File: config.mk
export PLATFORM = sky130hd
export DESIGN_NAME = pes_fmul_seq
export DESIGN_NICKNAME = d
export VERILOG_FILES = /design/src/rtl/pes_fmul_seq.sv
export SDC_FILE = /design/constraint.sdc
export NUM_CORES = 1
export LEC_CHECK = 0
export CORE_ASPECT_RATIO = 0.5
export CORE_MARGIN = 2
export CORE_UTILIZATION = 58
export CTS_CLUSTER_DIAMETER = 80
export DETAILED_ROUTE_END_ITERATION = 10
export PLACE_DENSITY = 0.88
export REMOVE_ABC_BUFFERS = 1
export SLEW_MARGIN = 10
export SYNTH_ARGS = -nofsm -noshare
export SYNTH_HDL_FRONTEND = slang
export SYNTH_SLANG_ARGS = --single-unit
File: constraint.sdc
create_clock -name CLK -period 3.6 [get_ports CLK]
set_clock_uncertainty 0.2 [all_clocks]
set_input_delay 0.36 -clock CLK [delete_from_list [all_inputs] [get_ports CLK]]
set_output_delay 0.36 -clock CLK [all_outputs]
set_load 0.01 [all_outputs]
File: src/rtl/pes_fmul_seq.sv
// pes_fmul_seq: issue/collect sequencer for the pes_fmul 4-bit fraction multiplier.
// Operand pairs are queued in a small FIFO, launched one at a time with a
// one-cycle St pulse, and the 7-bit product is presented on a valid/ready port.
// A Done timeout returns a zero result and raises a sticky Err so a hung
// multiplier cannot stall the pipeline.
module pes_fmul_seq #(
    parameter int DEPTH   = 4,
    parameter int TIMEOUT = 32
) (
    input  logic       CLK,
    input  logic       RST,
    input  logic       In_Valid,
    output logic       In_Ready,
    input  logic [3:0] A,
    input  logic [3:0] B,
    output logic       St,
    output logic [3:0] Mplier,
    output logic [3:0] Mcand,
    input  logic [6:0] Product,
    input  logic       Done,
    output logic       Out_Valid,
    input  logic       Out_Ready,
    output logic [6:0] Result,
    output logic       Err,
    output logic [7:0] Ops
);

    // Pointer, occupancy and timeout counter widths.
    localparam int AW = (DEPTH > 1) ? $clog2(DEPTH) : 1;
    localparam int CW = $clog2(DEPTH + 1);
    localparam int TW = (TIMEOUT > 1) ? $clog2(TIMEOUT) : 1;

    localparam logic [CW-1:0] CNT_FULL = CW'(DEPTH);
    localparam logic [CW-1:0] CNT_ONE  = CW'(1);
    localparam logic [AW-1:0] PTR_ONE  = AW'(1);
    localparam logic [TW-1:0] TMO_LAST = TW'(TIMEOUT - 1);
    localparam logic [TW-1:0] TMO_ONE  = TW'(1);

    typedef enum logic [1:0] {
        S_IDLE   = 2'd0,
        S_LAUNCH = 2'd1,
        S_WAIT   = 2'd2
    } state_t;

    // Operand FIFO storage: each entry is {A, B}.
    logic [7:0]    mem_r [DEPTH];
    logic [AW-1:0] wr_ptr_r;
    logic [AW-1:0] rd_ptr_r;
    logic [CW-1:0] count_r;
    logic          in_ready_r;

    // Sequencer state and registered outputs.
    state_t        state_r;
    logic          st_r;
    logic [3:0]    mplier_r;
    logic [3:0]    mcand_r;
    logic          out_valid_r;
    logic [6:0]    result_r;
    logic          err_r;
    logic [7:0]    ops_r;
    logic [TW-1:0] tmo_cnt_r;

    // Combinational handshake decode.
    logic          push_s;
    logic          pop_s;
    logic [CW-1:0] count_next_s;
    logic [7:0]    head_s;

    // FIFO push/pop decisions and next occupancy; the pop only happens when
    // the result slot is free or being drained on this same edge.
    always_comb begin
        push_s       = In_Valid && in_ready_r;
        pop_s        = (state_r == S_IDLE) && (count_r != '0) &&
                       (!out_valid_r || Out_Ready);
        head_s       = mem_r[rd_ptr_r];
        count_next_s = count_r;
        case ({push_s, pop_s})
            2'b10:   count_next_s = count_r + CNT_ONE;
            2'b01:   count_next_s = count_r - CNT_ONE;
            default: count_next_s = count_r;
        endcase
    end

    // FIFO storage write; entries are cleared on reset so the head is never X.
    always_ff @(posedge CLK or posedge RST) begin
        if (RST) begin
            for (int i = 0; i < DEPTH; i++) begin
                mem_r[i] <= 8'd0;
            end
        end else if (push_s) begin
            mem_r[wr_ptr_r] <= {A, B};
        end
    end

    // FIFO pointers, occupancy and the registered full flag (In_Ready); the
    // ready flag only looks at the stored occupancy, so no full-bypass exists.
    always_ff @(posedge CLK or posedge RST) begin
        if (RST) begin
            wr_ptr_r   <= '0;
            rd_ptr_r   <= '0;
            count_r    <= '0;
            in_ready_r <= 1'b1;
        end else begin
            if (push_s) begin
                wr_ptr_r <= wr_ptr_r + PTR_ONE;
            end
            if (pop_s) begin
                rd_ptr_r <= rd_ptr_r + PTR_ONE;
            end
            count_r    <= count_next_s;
            in_ready_r <= (count_next_s != CNT_FULL);
        end
    end

    // Sequencer: launch the FIFO head, wait for Done or timeout, and hold the
    // captured result until the consumer takes it.
    always_ff @(posedge CLK or posedge RST) begin
        if (RST) begin
            state_r     <= S_IDLE;
            st_r        <= 1'b0;
            mplier_r    <= 4'd0;
            mcand_r     <= 4'd0;
            out_valid_r <= 1'b0;
            result_r    <= 7'd0;
            err_r       <= 1'b0;
            ops_r       <= 8'd0;
            tmo_cnt_r   <= '0;
        end else begin
            // Drain the result slot; a capture later in this block overrides.
            if (out_valid_r && Out_Ready) begin
                out_valid_r <= 1'b0;
            end
            case (state_r)
                S_IDLE: begin
                    st_r <= 1'b0;
                    if (pop_s) begin
                        mplier_r <= head_s[7:4];
                        mcand_r  <= head_s[3:0];
                        st_r     <= 1'b1;
                        state_r  <= S_LAUNCH;
                    end
                end
                S_LAUNCH: begin
                    st_r      <= 1'b0;
                    tmo_cnt_r <= '0;
                    state_r   <= S_WAIT;
                end
                S_WAIT: begin
                    st_r <= 1'b0;
                    if (Done) begin
                        // Done wins over a timeout expiring on the same cycle.
                        result_r    <= Product;
                        out_valid_r <= 1'b1;
                        ops_r       <= ops_r + 8'd1;
                        state_r     <= S_IDLE;
                    end else if (tmo_cnt_r == TMO_LAST) begin
                        result_r    <= 7'd0;
                        out_valid_r <= 1'b1;
                        err_r       <= 1'b1;
                        state_r     <= S_IDLE;
                    end else begin
                        tmo_cnt_r <= tmo_cnt_r + TMO_ONE;
                    end
                end
                default: begin
                    st_r    <= 1'b0;
                    state_r <= S_IDLE;
                end
            endcase
        end
    end

    assign In_Ready  = in_ready_r;
    assign St        = st_r;
    assign Mplier    = mplier_r;
    assign Mcand     = mcand_r;
    assign Out_Valid = out_valid_r;
    assign Result    = result_r;
    assign Err       = err_r;
    assign Ops       = ops_r;

endmodule
==> results.sh, run 1 <==
export IMPL_synth_cell_area_um2=3243
export IMPL_netlist_area_leader_share_pct=55.56
export IMPL_cts_max_level=3
export IMPL_synth_common_cells="dfrtp_1, mux2_2, nand2_1"
export IMPL_synth_edf_count=0
export IMPL_core_um2=5444
export IMPL_irDropWorstVdd_uv=393.7
export IMPL_diodes=0
export IMPL_p_per_area_nw_per_um2=916.2
export IMPL_post_cts_buffers=0
export IMPL_regToRegSetupSlack_ns=0.78
export IMPL_portBuffers=46
export IMPL_dp_hpwl_mm=4.077
export IMPL_timing_hold_violations_final=0
export IMPL_leakagePower_nw=1.777
export IMPL_cts_tree="yes"
export IMPL_yosysTopAreaCell="dfrtp_1"
export IMPL_required_ns=3.67
export IMPL_max_freq_mhz=355.0
export IMPL_vias_per_cell=5.724
export IMPL_arrival_ns=2.89
export IMPL_cts_resized=0
export IMPL_wire_per_inst_um=17.91
export IMPL_period_needed_ns=2.817
export IMPL_grt_usage_pct=23.44
export IMPL_crit_type="register to register"
export IMPL_synth_seq_cells=73
export IMPL_slew_viol_final=0
export IMPL_ios=47
export IMPL_clock_path_buffers=2
export IMPL_ys_seq_area_share_pct=56.37
export IMPL_grt_pass1_vias=2135
export IMPL_clkSlewWorstSetupHoldPaths_ns=0.08
export IMPL_design_die_area_um2=6242
export IMPL_grt_overflow=0
export IMPL_postCtsHoldBufs=0
export IMPL_fp_dieH_um=56.88
export IMPL_fin_setup_tns_ns=0
export IMPL_drtAntennaViolNets=0
export IMPL_slowest_delay_ns=0.55
export IMPL_yosysWarnings=0
export IMPL_numCtsBuffers=9
export IMPL_setup_slack_ns=0.7834
export IMPL_grt_max_degree=74
export IMPL_first_pass_iters=4
export IMPL_period_share_pct=78.24
export IMPL_row_count=19
export IMPL_slew_headroom_pct=41.97
export IMPL_end_kind="register"
export IMPL_pre_cts_ws_ns=0.7280
export IMPL_status="completed"
export IMPL_drt_iter0_drc=103
export IMPL_drv_cap=0
export IMPL_place_congestion=0.7905
export IMPL_synthMostInstantiatedCell="dfrtp_1"
export IMPL_hp_class="register to register"
export IMPL_synth_area_leaders="dfrtp_1, mux2_2, mux4_2"
export IMPL_placed_cell_area_um2=3761
export IMPL_syn_avg_cell_area_um2=14.29
export IMPL_crit_path_top_delay_cell="dfrtp_1"
export IMPL_worst_pin_slew_ns=0.8705
export IMPL_critPathLaunchType="register"
export IMPL_async_flop_share_pct=100.0
export IMPL_drc_errors=0
export IMPL_clock_sinks=73
export IMPL_clkLatencyLatePin_ns=0.35
export IMPL_final_area_um2=3990
export IMPL_routed_wl_mm=6.358
export IMPL_cts_root_buf="clkbuf_8"
export IMPL_vias=2032
export IMPL_synth_cell_types=41
export IMPL_die_w_um=109.8
export IMPL_setup_viol=0
export IMPL_antenna_found_initial=0
export IMPL_synth_ff_type="dfrtp_1"
export IMPL_final_layout_size_suffix_gt1_share_pct=26.24
export IMPL_fillCellCount=366
export IMPL_start_util_pct=59.57
export IMPL_syn_inst=227
export IMPL_nets=306
export IMPL_grt_pass1_wl_mm=10.67
export IMPL_crit_path_max_fanout=15
export IMPL_rsz0062_at_grt="no"
export IMPL_cp_cell_sequence="nor2_1 -> and3_2 -> ha_1 -> inv_1 -> fa_1 -> xor2_1 -> or3_1 -> a211o_1"
export IMPL_area_growth_syn_to_layout_pct=23.03
export IMPL_total_power_w=0.003656
kinds of logic after synthesis:
kind of cell / Yosys count / share of synthesized area (%)
and+or+nand+nor: 47 / 8.179
buffers and inverters: 15 / 2.083
adders and majority gates: 9 / 3.704
AOI/OAI and AO/OA: 18 / 4.437
muxes: 53 / 21.99
DFF: 73 / 56.37
xor gates and xnor gates: 12 / 3.241
layer usage:
layer / global-route usage (%) / share of wire (%)
met2: 39.15 / 52
met3: 6.969 / 4.6
met5: 0 / 0
met1: 29.11 / 42
met4: 8.499 / 1.4
path summary, 6_finish.rpt:
check                            from   endpoint  cells past startpoint
setup / recovery           state_r[1]   In_Ready                      8
hold / removal                 Ops[7]     Ops[7]                      1
hold reg to reg                Ops[7]     Ops[7]                      1
max in group asynchronous         RST  mem_r[26]                      3
min in group asynchronous         RST  Result[0]                      3
setup reg to reg           state_r[1]   In_Ready                      8
final cells by class:
type | instances | area, um2 | share of cell area, %
clock buffer | 11 | 151.4 | 3.794
clock inverter | 5 | 77.57 | 1.944
inverter | 7 | 26.28 | 0.6585
multi-input combinational | 139 | 1348 | 33.77
sequential | 73 | 1828 | 45.81
tap | 73 | 91.34 | 2.289
timing repair buffer | 47 | 467.9 | 11.73
cells in the final DEF (no fill, tap or decap), types with 5 or more instances in the layout:
cell	instances
mux2_4	8
mux4_2	8
xor2_1	5
clkdlybuf4s50_1	46
ha_1	8
mux2_2	34
nand2_1	11
xnor2_1	7
inv_1	6
a22o_1	7
dfrtp_1	72
clkbuf_8	11
nand3_1	7
metrics by stage:
step / cells / util, % / hold slack, ns
final: 355 / 73.29 / 0.2702
after global routing: 355 / 73.29 / 0.3043
after detailed placement: 339 / 69.09 / 0.2562
after floorplan: 219 / - / 0.2723
after global placement: 339 / 69.09 / 0.2510
after CTS: 355 / 73.29 / 0.2731
sequential cells by signal, indices dropped and copies added, names as in the netlist, 2 cells and up:
name,count
Mplier,4
Result,7
Mcand,4
Ops,8
rd_ptr_r,2
tmo_cnt_r,5
state_r,2
wr_ptr_r,2
count_r,3
mem_r,32
critical path: cells and delay by family, from the launching register on:
| family | cells | cell delay (ns) |
|---|---|---|
| AO/OA/AOI/OAI | 1 | 0.30 |
| XOR/XNOR | 1 | 0.16 |
| adder cells (fa/ha/maj) | 2 | 0.56 |
| buffers and inverters | 1 | 0.06 |
| flip-flops | 1 | 0.55 |
| AND/OR/NAND/NOR | 3 | 0.91 |
power breakdown:
group | switching, W | internal [W] | total, W
combinational | 0.000548 | 0.000886 | 0.00143
clock | 0.000295 | 0.000425 | 0.000720
sequential | 0.000307 | 0.00119 | 0.00150
Power figures use the tool's default switching activity.
==> run 2, diff against run 1 <==
Settings changed: CORE_UTILIZATION 58 to 49, PLACE_DENSITY 0.88 to 0.8.
Clock period 3.6 ns to 2.3 ns, I/O delays scaled along.
==> run 2 against run 1 <==
The run now ends with setup timing left; setup slack worse by 0.82 ns; highest routed layer unchanged; largest cell class unchanged; fmax is 20% higher; design area is 6.7% higher; combinational power is 79% higher; core utilization is 4.9 points lower; routed wire length is 2.5% higher; clock-buffer cell count is 2 lower.
==> results.sh, run 2 (synthesized netlist as in run 1, its figures left out) <==
export IMPL_fp_dieH_um=61.53
export IMPL_rsz0062_at_grt="yes"
export IMPL_first_pass_iters=4
export IMPL_crit_type="register to register"
export IMPL_cts_max_level=3
export IMPL_p_per_area_nw_per_um2=1482
export IMPL_power_net_switching_w=0.001920
export IMPL_routed_wl_mm=6.515
export IMPL_dp_hpwl_mm=4.302
export IMPL_max_freq_mhz=427.1
export IMPL_design_die_area_um2=7325
export IMPL_grt_pass1_vias=2133
export IMPL_portBuffers=46
export IMPL_row_count=20
export IMPL_postCtsHoldBufs=0
export IMPL_hp_class="primary input to asynchronous set/reset pin"
export IMPL_wire_per_inst_um=16.92
export IMPL_setup_slack_ns=-0.04130
export IMPL_r2r_cells=8
export IMPL_arrival_ns=2.40
export IMPL_diodes=0
export IMPL_die_w_um=119.1
export IMPL_clock_sinks=73
export IMPL_status="finished, violations left"
export IMPL_area_growth_syn_to_layout_pct=31.33
export IMPL_pre_cts_ws_ns=-0.3500
export IMPL_final_common_cell="dfrtp_1"
export IMPL_p_sw_share_pct=30.42
export IMPL_clkSlewWorstSetupHoldPaths_ns=0.06
export IMPL_fin_setup_tns_ns=-0.04130
export IMPL_clock_path_buffers=2
export IMPL_grt_pass1_wl_mm=10.67
export IMPL_critPathLaunchType="register"
export IMPL_period_needed_ns=2.341
export IMPL_drtAntennaViolNets=0
export IMPL_end_kind="register"
export IMPL_required_ns=2.36
export IMPL_finalCoreUtilization_pct=68.35
export IMPL_fillCellCount=434
export IMPL_ios=47
export IMPL_antenna_found_initial=0
export IMPL_drt_iter0_drc=123
export IMPL_vias=2066
export IMPL_leakagePower_nw=1.896
export IMPL_crit_path_max_fanout=2
export IMPL_combPwrFrac_pct=40.6
export IMPL_grt_overflow=0
export IMPL_core_um2=6231
export IMPL_largest_reg_flops=32
export IMPL_final_cell_mix="dfrtp_1, clkdlybuf4s50_1, mux2_2"
export IMPL_place_congestion=0.7872
export IMPL_grt_usage_pct=20.01
export IMPL_start_util_pct=52.05
export IMPL_final_layout_size_suffix_gt1_share_pct=31.99
export IMPL_setup_viol=1
export IMPL_rr_endpoint="In_Ready"
export IMPL_drv_cap=0
export IMPL_slew_viol_final=0
export IMPL_clkLatencyLatePin_ns=0.34
export IMPL_p_int_w=0.004392
export IMPL_grt_max_degree=74
export IMPL_drc_errors=0
export IMPL_violations="setup timing"
export IMPL_regToRegSetupSlack_ns=-0.04
export IMPL_numCtsBuffers=9
export IMPL_worst_pin_slew_ns=0.5044
export IMPL_timing_hold_violations_final=0
export IMPL_slew_headroom_pct=66.28
export IMPL_seqPwrFrac_pct=35.8
export IMPL_vias_per_cell=5.366
export IMPL_irDropWorstVdd_uv=696.6
export IMPL_timing_rr_start="count_r[0]"
export IMPL_cts_root_buf="clkbuf_16"
export IMPL_pwr_share_clk_pct=23.6
export IMPL_top_register="mem_r"
export IMPL_nets=321
export IMPL_cts_tree="yes"
export IMPL_period_share_pct=101.8
run 2: worst max-delay path by stage:
stage	startpoint	end	slack, ns	depth (start not counted)
2_1_floorplan	state_r[1]	In_Ready	-0.23	8
3_3_place_gp	Out_Ready	In_Ready	-0.27	9
3_5_place_dp	Out_Ready	In_Ready	-0.35	9
4_1_cts	state_r[1]	In_Ready	-0.03	8
5_1_grt	count_r[0]	In_Ready	-0.12	8
6_report	count_r[0]	In_Ready	-0.04	8
run 2: layout make-up:
cell class                 instances  area, um2  area share [%]
clock buffer                       9      225.2           5.288
multi-input combinational        139       1381           32.43
inverter                           7      26.28          0.6169
clock inverter                     7      95.09           2.233
sequential                        73       1828           42.92
timing repair buffer              62      593.1           13.92
tap                               88      110.1           2.585
run 2: timing repair:
action,in CTS,in global routing
gates resized for setup,6,2
pin swaps,5,3
setup endpoints to repair,1,2
buffers inserted,2,0
run 2: metal layers:
metal | wire, um | global-route usage [%]
met5 | 0 | 0
met4 | 179 | 10.20
met3 | 244 | 6.944
met2 | 3343 | 35.30
met1 | 2747 | 22.71
run 2: metrics by stage:
step	power [W]	hold WS [ns]	instances	instance area [um2]
2_1_floorplan	0.003777	0.1700	219	3202
3_3_place_gp	0.004566	0.2593	367	3890
3_5_place_dp	0.004730	0.2741	367	3890
4_1_cts	0.006339	0.1023	385	4247
5_1_grt	0.006683	0.1239	385	4259
6_report	0.006312	0.08526	385	4259
run 2: worst max-delay path: stages (launching register included):
cell and delay [ns]:
dfrtp_1 0.38, or3_4 0.39, and3_4 0.18, ha_4 0.16
inv_2 0.05, fa_2 0.21, xor2_2 0.08, or3_4 0.37
a211o_1 0.26
run 2: power groups by stage:
stage / Combinational [W] / Clock (W) / Sequential (W)
2_1_floorplan: 0.00146 / 0 / 0.00232
3_3_place_gp: 0.00235 / 0 / 0.00221
3_5_place_dp: 0.00246 / 0 / 0.00227
4_1_cts: 0.00256 / 0.00153 / 0.00225
5_1_grt: 0.00277 / 0.00158 / 0.00234
6_report: 0.00256 / 0.00149 / 0.00226
==> run 3, diff against run 2 <==
Settings changed: CORE_ASPECT_RATIO 0.5 to unset, REMOVE_ABC_BUFFERS 1 to unset.
==> run 3 against run 2 <==
The flow now finishes without violations; power down 6.4%; global-route usage shrank 1.7 points; first-iteration DRC count is 1.6% lower; combinational power down 4%; setup slack better by 0.059 ns; design area is 2.1% lower; final cell count down 2.9%; critical path depth stayed put; die area fell by 0.53%; sequential share of layout area increased by 0.94 points; hold slack got worse by 0.045 ns; register-to-register slack gained 0.06 ns; critical path type unchanged; critical endpoint unchanged; largest power group unchanged; highest routed layer unchanged.
==> results.sh, run 3 (synthesized netlist as in run 1, its figures left out) <==
export IMPL_status="completed"
export IMPL_row_count=29
export IMPL_clock_sinks=73
export IMPL_synthesis_nets=256
export IMPL_period_needed_ns=2.282
export IMPL_area_growth_syn_to_layout_pct=28.51
export IMPL_arrival_ns=2.36
export IMPL_dp_hpwl_mm=4.351
export IMPL_design_die_area_um2=7285
export IMPL_core_um2=6386
export IMPL_die_w_um=85.36
export IMPL_max_freq_mhz=438.2
export IMPL_cts_max_level=3
export IMPL_fillCellCount=463
export IMPL_p_per_area_nw_per_um2=1418
export IMPL_diodes=0
export IMPL_fin_setup_tns_ns=0
export IMPL_top_register="mem_r"
export IMPL_portBuffers=46
export IMPL_final_common_cell="dfrtp_1"
export IMPL_grt_overflow=0
export IMPL_period_share_pct=99.23
export IMPL_slew_viol_final=0
export IMPL_cts_tree="yes"
export IMPL_hp_class="primary input to asynchronous set/reset pin"
export IMPL_cts_root_buf="clkbuf_8"
export IMPL_layout_area_seq_um2=1828
export IMPL_drt_iter0_drc=121
export IMPL_fin_hold_ws_ns=0.04024
export IMPL_place_congestion=0.8002
export IMPL_nets=321
export IMPL_largest_reg_flops=32
export IMPL_setup_viol=0
export IMPL_setup_slack_ns=0.01774
export IMPL_drtAntennaViolNets=0
export IMPL_wire_per_inst_um=16.31
export IMPL_pre_cts_ws_ns=-0.3083
export IMPL_clock_path_buffers=2
export IMPL_clkSlewWorstSetupHoldPaths_ns=0.08
export IMPL_drc_errors=0
export IMPL_ios=47
export IMPL_start_util_pct=50.78
export IMPL_vias=2050
export IMPL_drv_cap=0
export IMPL_timing_hold_violations_final=0
export IMPL_routed_wl_mm=6.100
export IMPL_crit_path_max_fanout=2
export IMPL_required_ns=2.38
export IMPL_postCtsHoldBufs=0
export IMPL_grt_usage_pct=18.34
export IMPL_final_layout_size_suffix_gt1_share_pct=31.31
export IMPL_critPathLaunchType="register"
export IMPL_crit_type="register to register"
export IMPL_grt_pass1_wl_mm=10.26
export IMPL_irDropWorstVdd_uv=743.3
export IMPL_numCtsBuffers=9
export IMPL_grt_pass1_vias=2131
export IMPL_vias_per_cell=5.481
export IMPL_grt_max_degree=33
export IMPL_antenna_found_initial=0
export IMPL_final_cell_mix="dfrtp_1, clkdlybuf4s50_1, mux2_2"
export IMPL_first_pass_iters=4
export IMPL_worst_pin_slew_ns=0.5109
export IMPL_rsz0062_at_grt="yes"
export IMPL_slew_headroom_pct=65.89
export IMPL_clkLatencyLatePin_ns=0.35
export IMPL_end_kind="register"
export IMPL_leakagePower_nw=1.859
export IMPL_multiInputGateArea_um2=1369
export IMPL_fp_dieH_um=85.36
[run 3: what timing repair did]
| action | in CTS | in global routing |
|---|---|---|
| endpoints found under the setup margin | 1 | 1 |
| setup buffers | 1 | 0 |
| pin swaps | 1 | 0 |
| resized for setup | 1 | 0 |
[run 3: per-stage QoR]
step | utilization (%) | cell area [um2] | power [W] | cells
2_1_floorplan | - | 3264 | 0.003876 | 227
3_3_place_gp | 61.34 | 3918 | 0.004607 | 357
3_5_place_dp | 61.34 | 3918 | 0.004747 | 357
4_1_cts | 65.26 | 4168 | 0.005973 | 374
5_1_grt | 65.26 | 4168 | 0.006280 | 374
6_report | 65.26 | 4168 | 0.005911 | 374
[run 3: layout make-up]
cell class                 count  share of cell area [%]
sequential                    73                   43.86
multi-input combinational    139                   32.84
timing repair buffer          62                   14.53
clock buffer                   9                   2.972
clock inverter                 7                   2.852
tap                           77                   2.312
inverter                       7                  0.6304
[run 3: worst paths after layout]
check / start / endpoint / slack, ns / cells past startpoint
max: count_r[1] / In_Ready / 0.02 / 8
min: RST / Mplier[2] / 0.04 / 2
max reg2reg: count_r[1] / In_Ready / 0.02 / 8
min reg2reg: Err / Err / 0.27 / 1
max in group asynchronous: RST / In_Ready / 1.25 / 3
min in group CLK: Err / Err / 0.27 / 1
[run 3: routing by layer]
metal / GRT usage, % / up-vias / wire length, um
li1: - / 953 / -
met1: 24.79 / 1049 / 2705
met2: 28.84 / 39 / 3099
met3: 3.696 / 9 / 199
met4: 8.225 / 0 / 95
met5: 0 / - / 0
[run 3: power breakdown]
group / internal [W] / leakage [nW] / switching, W
Combinational: 0.00153 / 0.850 / 0.000939
Clock: 0.000719 / 0.115 / 0.000478
Sequential: 0.00187 / 0.894 / 0.000373
Total: 0.00412 / 1.86 / 0.00179
[run 3: critical path: stages (launching register included)]
cell     delay, ns
dfrtp_1       0.38
or3_4         0.39
and3_4        0.19
ha_4          0.15
inv_2         0.04
fa_2          0.18
xor2_1        0.07
or3_1         0.34
a211o_1       0.27
==> edit 1: new RTL, config.mk and constraints of run 3 <==
Change the parameter `TIMEOUT` from 32 to 128.
--- a/src/rtl/pes_fmul_seq.sv
+++ b/src/rtl/pes_fmul_seq.sv
@@ -5,7 +5,7 @@
 // multiplier cannot stall the pipeline.
 module pes_fmul_seq #(
     parameter int DEPTH   = 4,
-    parameter int TIMEOUT = 32
+    parameter int TIMEOUT = 128
 ) (
     input  logic       CLK,
     input  logic       RST,
Check against the original RTL: no difference found for any inputs over 10 cycles, from zero or initial values and one cycle with RST high; that may be too few to reach the edited logic, so the function may still have changed.
==> edit 1 against run 3 <==
- final area up 2.3%
- area after synthesis up 4.1%
- hold slack better by 0.047 ns
- global-route usage down 0.61 points
- sequential power up 3%
- core utilization down 1.8 points
- combinational power down 2%
- synthesized cell count up 5.3%
- sequential share of layout area up 0.18 points
- routed wire length about the same
- sequential cell count up 2
- setup slack better by 0.11 ns
- power down 2.0%
- critical endpoint unchanged
- largest cell class unchanged
- highest routed layer unchanged
==> edit 1: results (changes against run 3) <==
qor: cells_and_area.ff_latch_area 1880 um2 [+2.7%]
qor: route.met3RoutedLength 170 um [-15%]
qor: route.first_iter_violations 70 [-42%]
qor: cts.tritoncts_num_sinks 75 [+2.7%]
qor: yosys.synth_seq_area_share 0.557 [-0.00711]
qor: timing.clock.fmax 0.461 GHz [+5.2%]
qor: cells_and_area.nonClockBufferCount 61 [-1.6%]
qor: route.dr_total_vias 2101 [+2.5%]
qor: worst_setup_path.critical_path_arrival 2.24 ns [-0.12 ns]
qor: worst_setup_path.setup.reg_to_reg.worst_slack 0.13 ns [+0.11 ns]
qor: timing.maxSlewHeadroom 0.647 [-0.0122]
qor: route.detail_route.wirelength 6.10 mm [about the same]
qor: cells_and_area.nNonClkInverters 10 [+3]
qor: yosys.synth-xor-area-share 0.0363 [+0.00393]
qor: cells_and_area.clockNetworkAreaShare 0.0505 [-0.00777]
qor: place.post-place-cells 366 [+2.5%]
qor: global_route.grt_max_degree 34 [+3.0%]
qor: yosys.syn-instance-count 239 [+5.3%]
qor: route.routedLengthMet1 2.86 mm [+5.5%]
qor: place.place_ws -0.353 ns [-0.0447 ns]
qor: yosys.post_synth_num_cell_types 43 [+4.9%]
qor: cells_and_area.final-nonclk-buf-share 0.144 [-0.000936]
qor: status.run_status completed
qor: pwr.power_frac_comb 0.415 [-0.003]
qor: cells_and_area.final.clkbuf_count 10 [+1]
qor: global_route.grt_usage 0.177 [-0.00615]
qor: cells_and_area.fill_cells 498 [+7.6%]
qor: pwr.power.total 5.80 mW [-2.0%]
qor: yosys.yosys-mux-area-fraction 0.199 [-0.0212]
==> edit 1: changes by cell type after synthesis, moves of 3 or more <==
| cell | change |
|---|---|
| sky130_fd_sc_hd__inv_1 | +3 |
| sky130_fd_sc_hd__mux2_4 | -6 |
| sky130_fd_sc_hd__o2bb2ai_1 | -3 |
| sky130_fd_sc_hd__o22ai_1 | +3 |
| sky130_fd_sc_hd__o21ai_0 | +4 |
| sky130_fd_sc_hd__nand2_1 | -5 |
| sky130_fd_sc_hd__buf_4 | +3 |
| sky130_fd_sc_hd__a41oi_1 | +3 |
| sky130_fd_sc_hd__mux2_2 | +6 |
==> edit 1: repair_timing <==
item                                    4_1_cts  5_1_grt
pin swaps                                     1        5
resized for setup                             0        5
hold buffers                                  0        1
gates cloned                                  0        0
buffers inserted                              2        0
hold endpoints to repair                      0        1
endpoints found under the setup margin        1        2
==> edit 1: per-layer routing <==
metal / vias up / track usage
met5: - / 0
met4: 0 / 0.0795
met3: 10 / 0.0332
met2: 36 / 0.266
met1: 1064 / 0.251
li1: 991 / -
==> edit 2: new RTL, flow settings as in run 3 <==
Made on the original files. The 3 states of `state_t` get a one-hot encoding in 3 bits.
--- a/src/rtl/pes_fmul_seq.sv
+++ b/src/rtl/pes_fmul_seq.sv
@@ -36,10 +36,10 @@
     localparam logic [TW-1:0] TMO_LAST = TW'(TIMEOUT - 1);
     localparam logic [TW-1:0] TMO_ONE  = TW'(1);
 
-    typedef enum logic [1:0] {
-        S_IDLE   = 2'd0,
-        S_LAUNCH = 2'd1,
-        S_WAIT   = 2'd2
+    typedef enum logic [2:0] {
+        S_IDLE   = 3'b001,
+        S_LAUNCH = 3'b010,
+        S_WAIT   = 3'b100
     } state_t;
 
     // Operand FIFO storage: each entry is {A, B}.
Behaviour: no difference found for any inputs over 10 cycles, from zero or initial values and one cycle with RST high; not proved beyond that.
==> edit 2 against run 3 <==
- power up 0.69%
- final area up 2.0%
- clock power down 7%
- via count down 0.29%
- setup slack worse by 0.20 ns
- first-iteration DRC count unchanged
- routed wire length down 1.8%
- sequential cell count up 1
- hold slack better by 0.077 ns
- critical endpoint unchanged
- highest routed layer unchanged
- area after synthesis up 2.5%
- the flow now finishes with violations (setup timing)
- cell count up 1.6%
==> edit 2: results (changes against run 3) <==
qor: pwr.pg_comb 2.54 mW [+3%]
qor: yosys.post_synth_num_cell_types 46 [+12%]
qor: yosys.yosys-top-cells-area sky130_fd_sc_hd__dfrtp_1 54%, sky130_fd_sc_hd__mux2_2 12%, sky130_fd_sc_hd__mux4_2 5.4%
qor: yosys.synth.net_count 259 [+1.2%]
qor: global_route.grt_max_degree 56 [+70%]
qor: place.post-place-cells 363 [+1.7%]
qor: place.place_ws -0.339 ns [-0.0305 ns]
qor: status.violated_checks setup timing
qor: yosys.synth_seq_cells 74 [+1.4%]
qor: worst_setup_path.regToRegStartpoint state_r[0]
qor: place.dpl-instance-area 4000 um2 [+2.1%]
qor: place.gp_congestion 0.791 [-1.2%]
qor: cells_and_area.nNetsFinal 324 [+0.93%]
qor: worst_setup_path.critical_path_arrival 2.55 ns [+0.19 ns]
qor: cts.clock_insertion_delay_worst_skew 0.33 ns [-0.02 ns]
qor: cells_and_area.final.clkbuf_count 12 [+3]
qor: timing.finalWorstSetupSlack -0.183 ns [-0.201 ns]
qor: pwr.power_leakage 1.86 nW [+0.14%]
qor: yosys.syn-instance-count 230 [+1.3%]
qor: route.dr_total_vias 2044 [-0.29%]
qor: timing.setup_violations 2 [+2]
qor: status.run_status finished with violations
qor: global_route.grt_usage 0.179 [-0.00432]
qor: cells_and_area.share_of_the_final_layout_cell_area_in_multi_input_gates 0.334 [+0.00579]
qor: cells_and_area.syn_to_final_growth 27.8%
edit 2: logic make-up after synthesis:
kind of cell               after synthesis  synth area share
muxes                                   52             0.210
adders and majority gates                9            0.0361
and+or+nand+nor                         41            0.0831
DFF                                     74             0.558
xor gates and xnor gates                12            0.0316
buffers and inverters                   19            0.0286
AOI/OAI and AO/OA                       23            0.0527
edit 2: per-layer routing:
layer,vias to the layer above,routed length (um),track usage
met5,-,0,0
met4,0,94,0.0724
met3,13,241,0.0390
met2,54,2890,0.288
met1,1007,2760,0.238
li1,970,-,-
edit 2: worst min-delay path by stage:
stage	slack [ns]	to	startpoint
after detailed placement	0.26	Err	Err
after global placement	0.25	Err	Err
after global routing	0.13	Ops[7]	RST
after floorplan	0.17	Result[0]	Product[0]
final	0.12	Mcand[2]	RST
after CTS	0.11	tmo_cnt_r[3]	RST
edit 2: timing repair:
action / 4_1_cts / 5_1_grt
resized for setup: 0 / 2
setup buffers: 1 / 0
hold endpoints to repair: 0 / 0
pin swaps: 2 / 1
setup endpoints to repair: 1 / 2
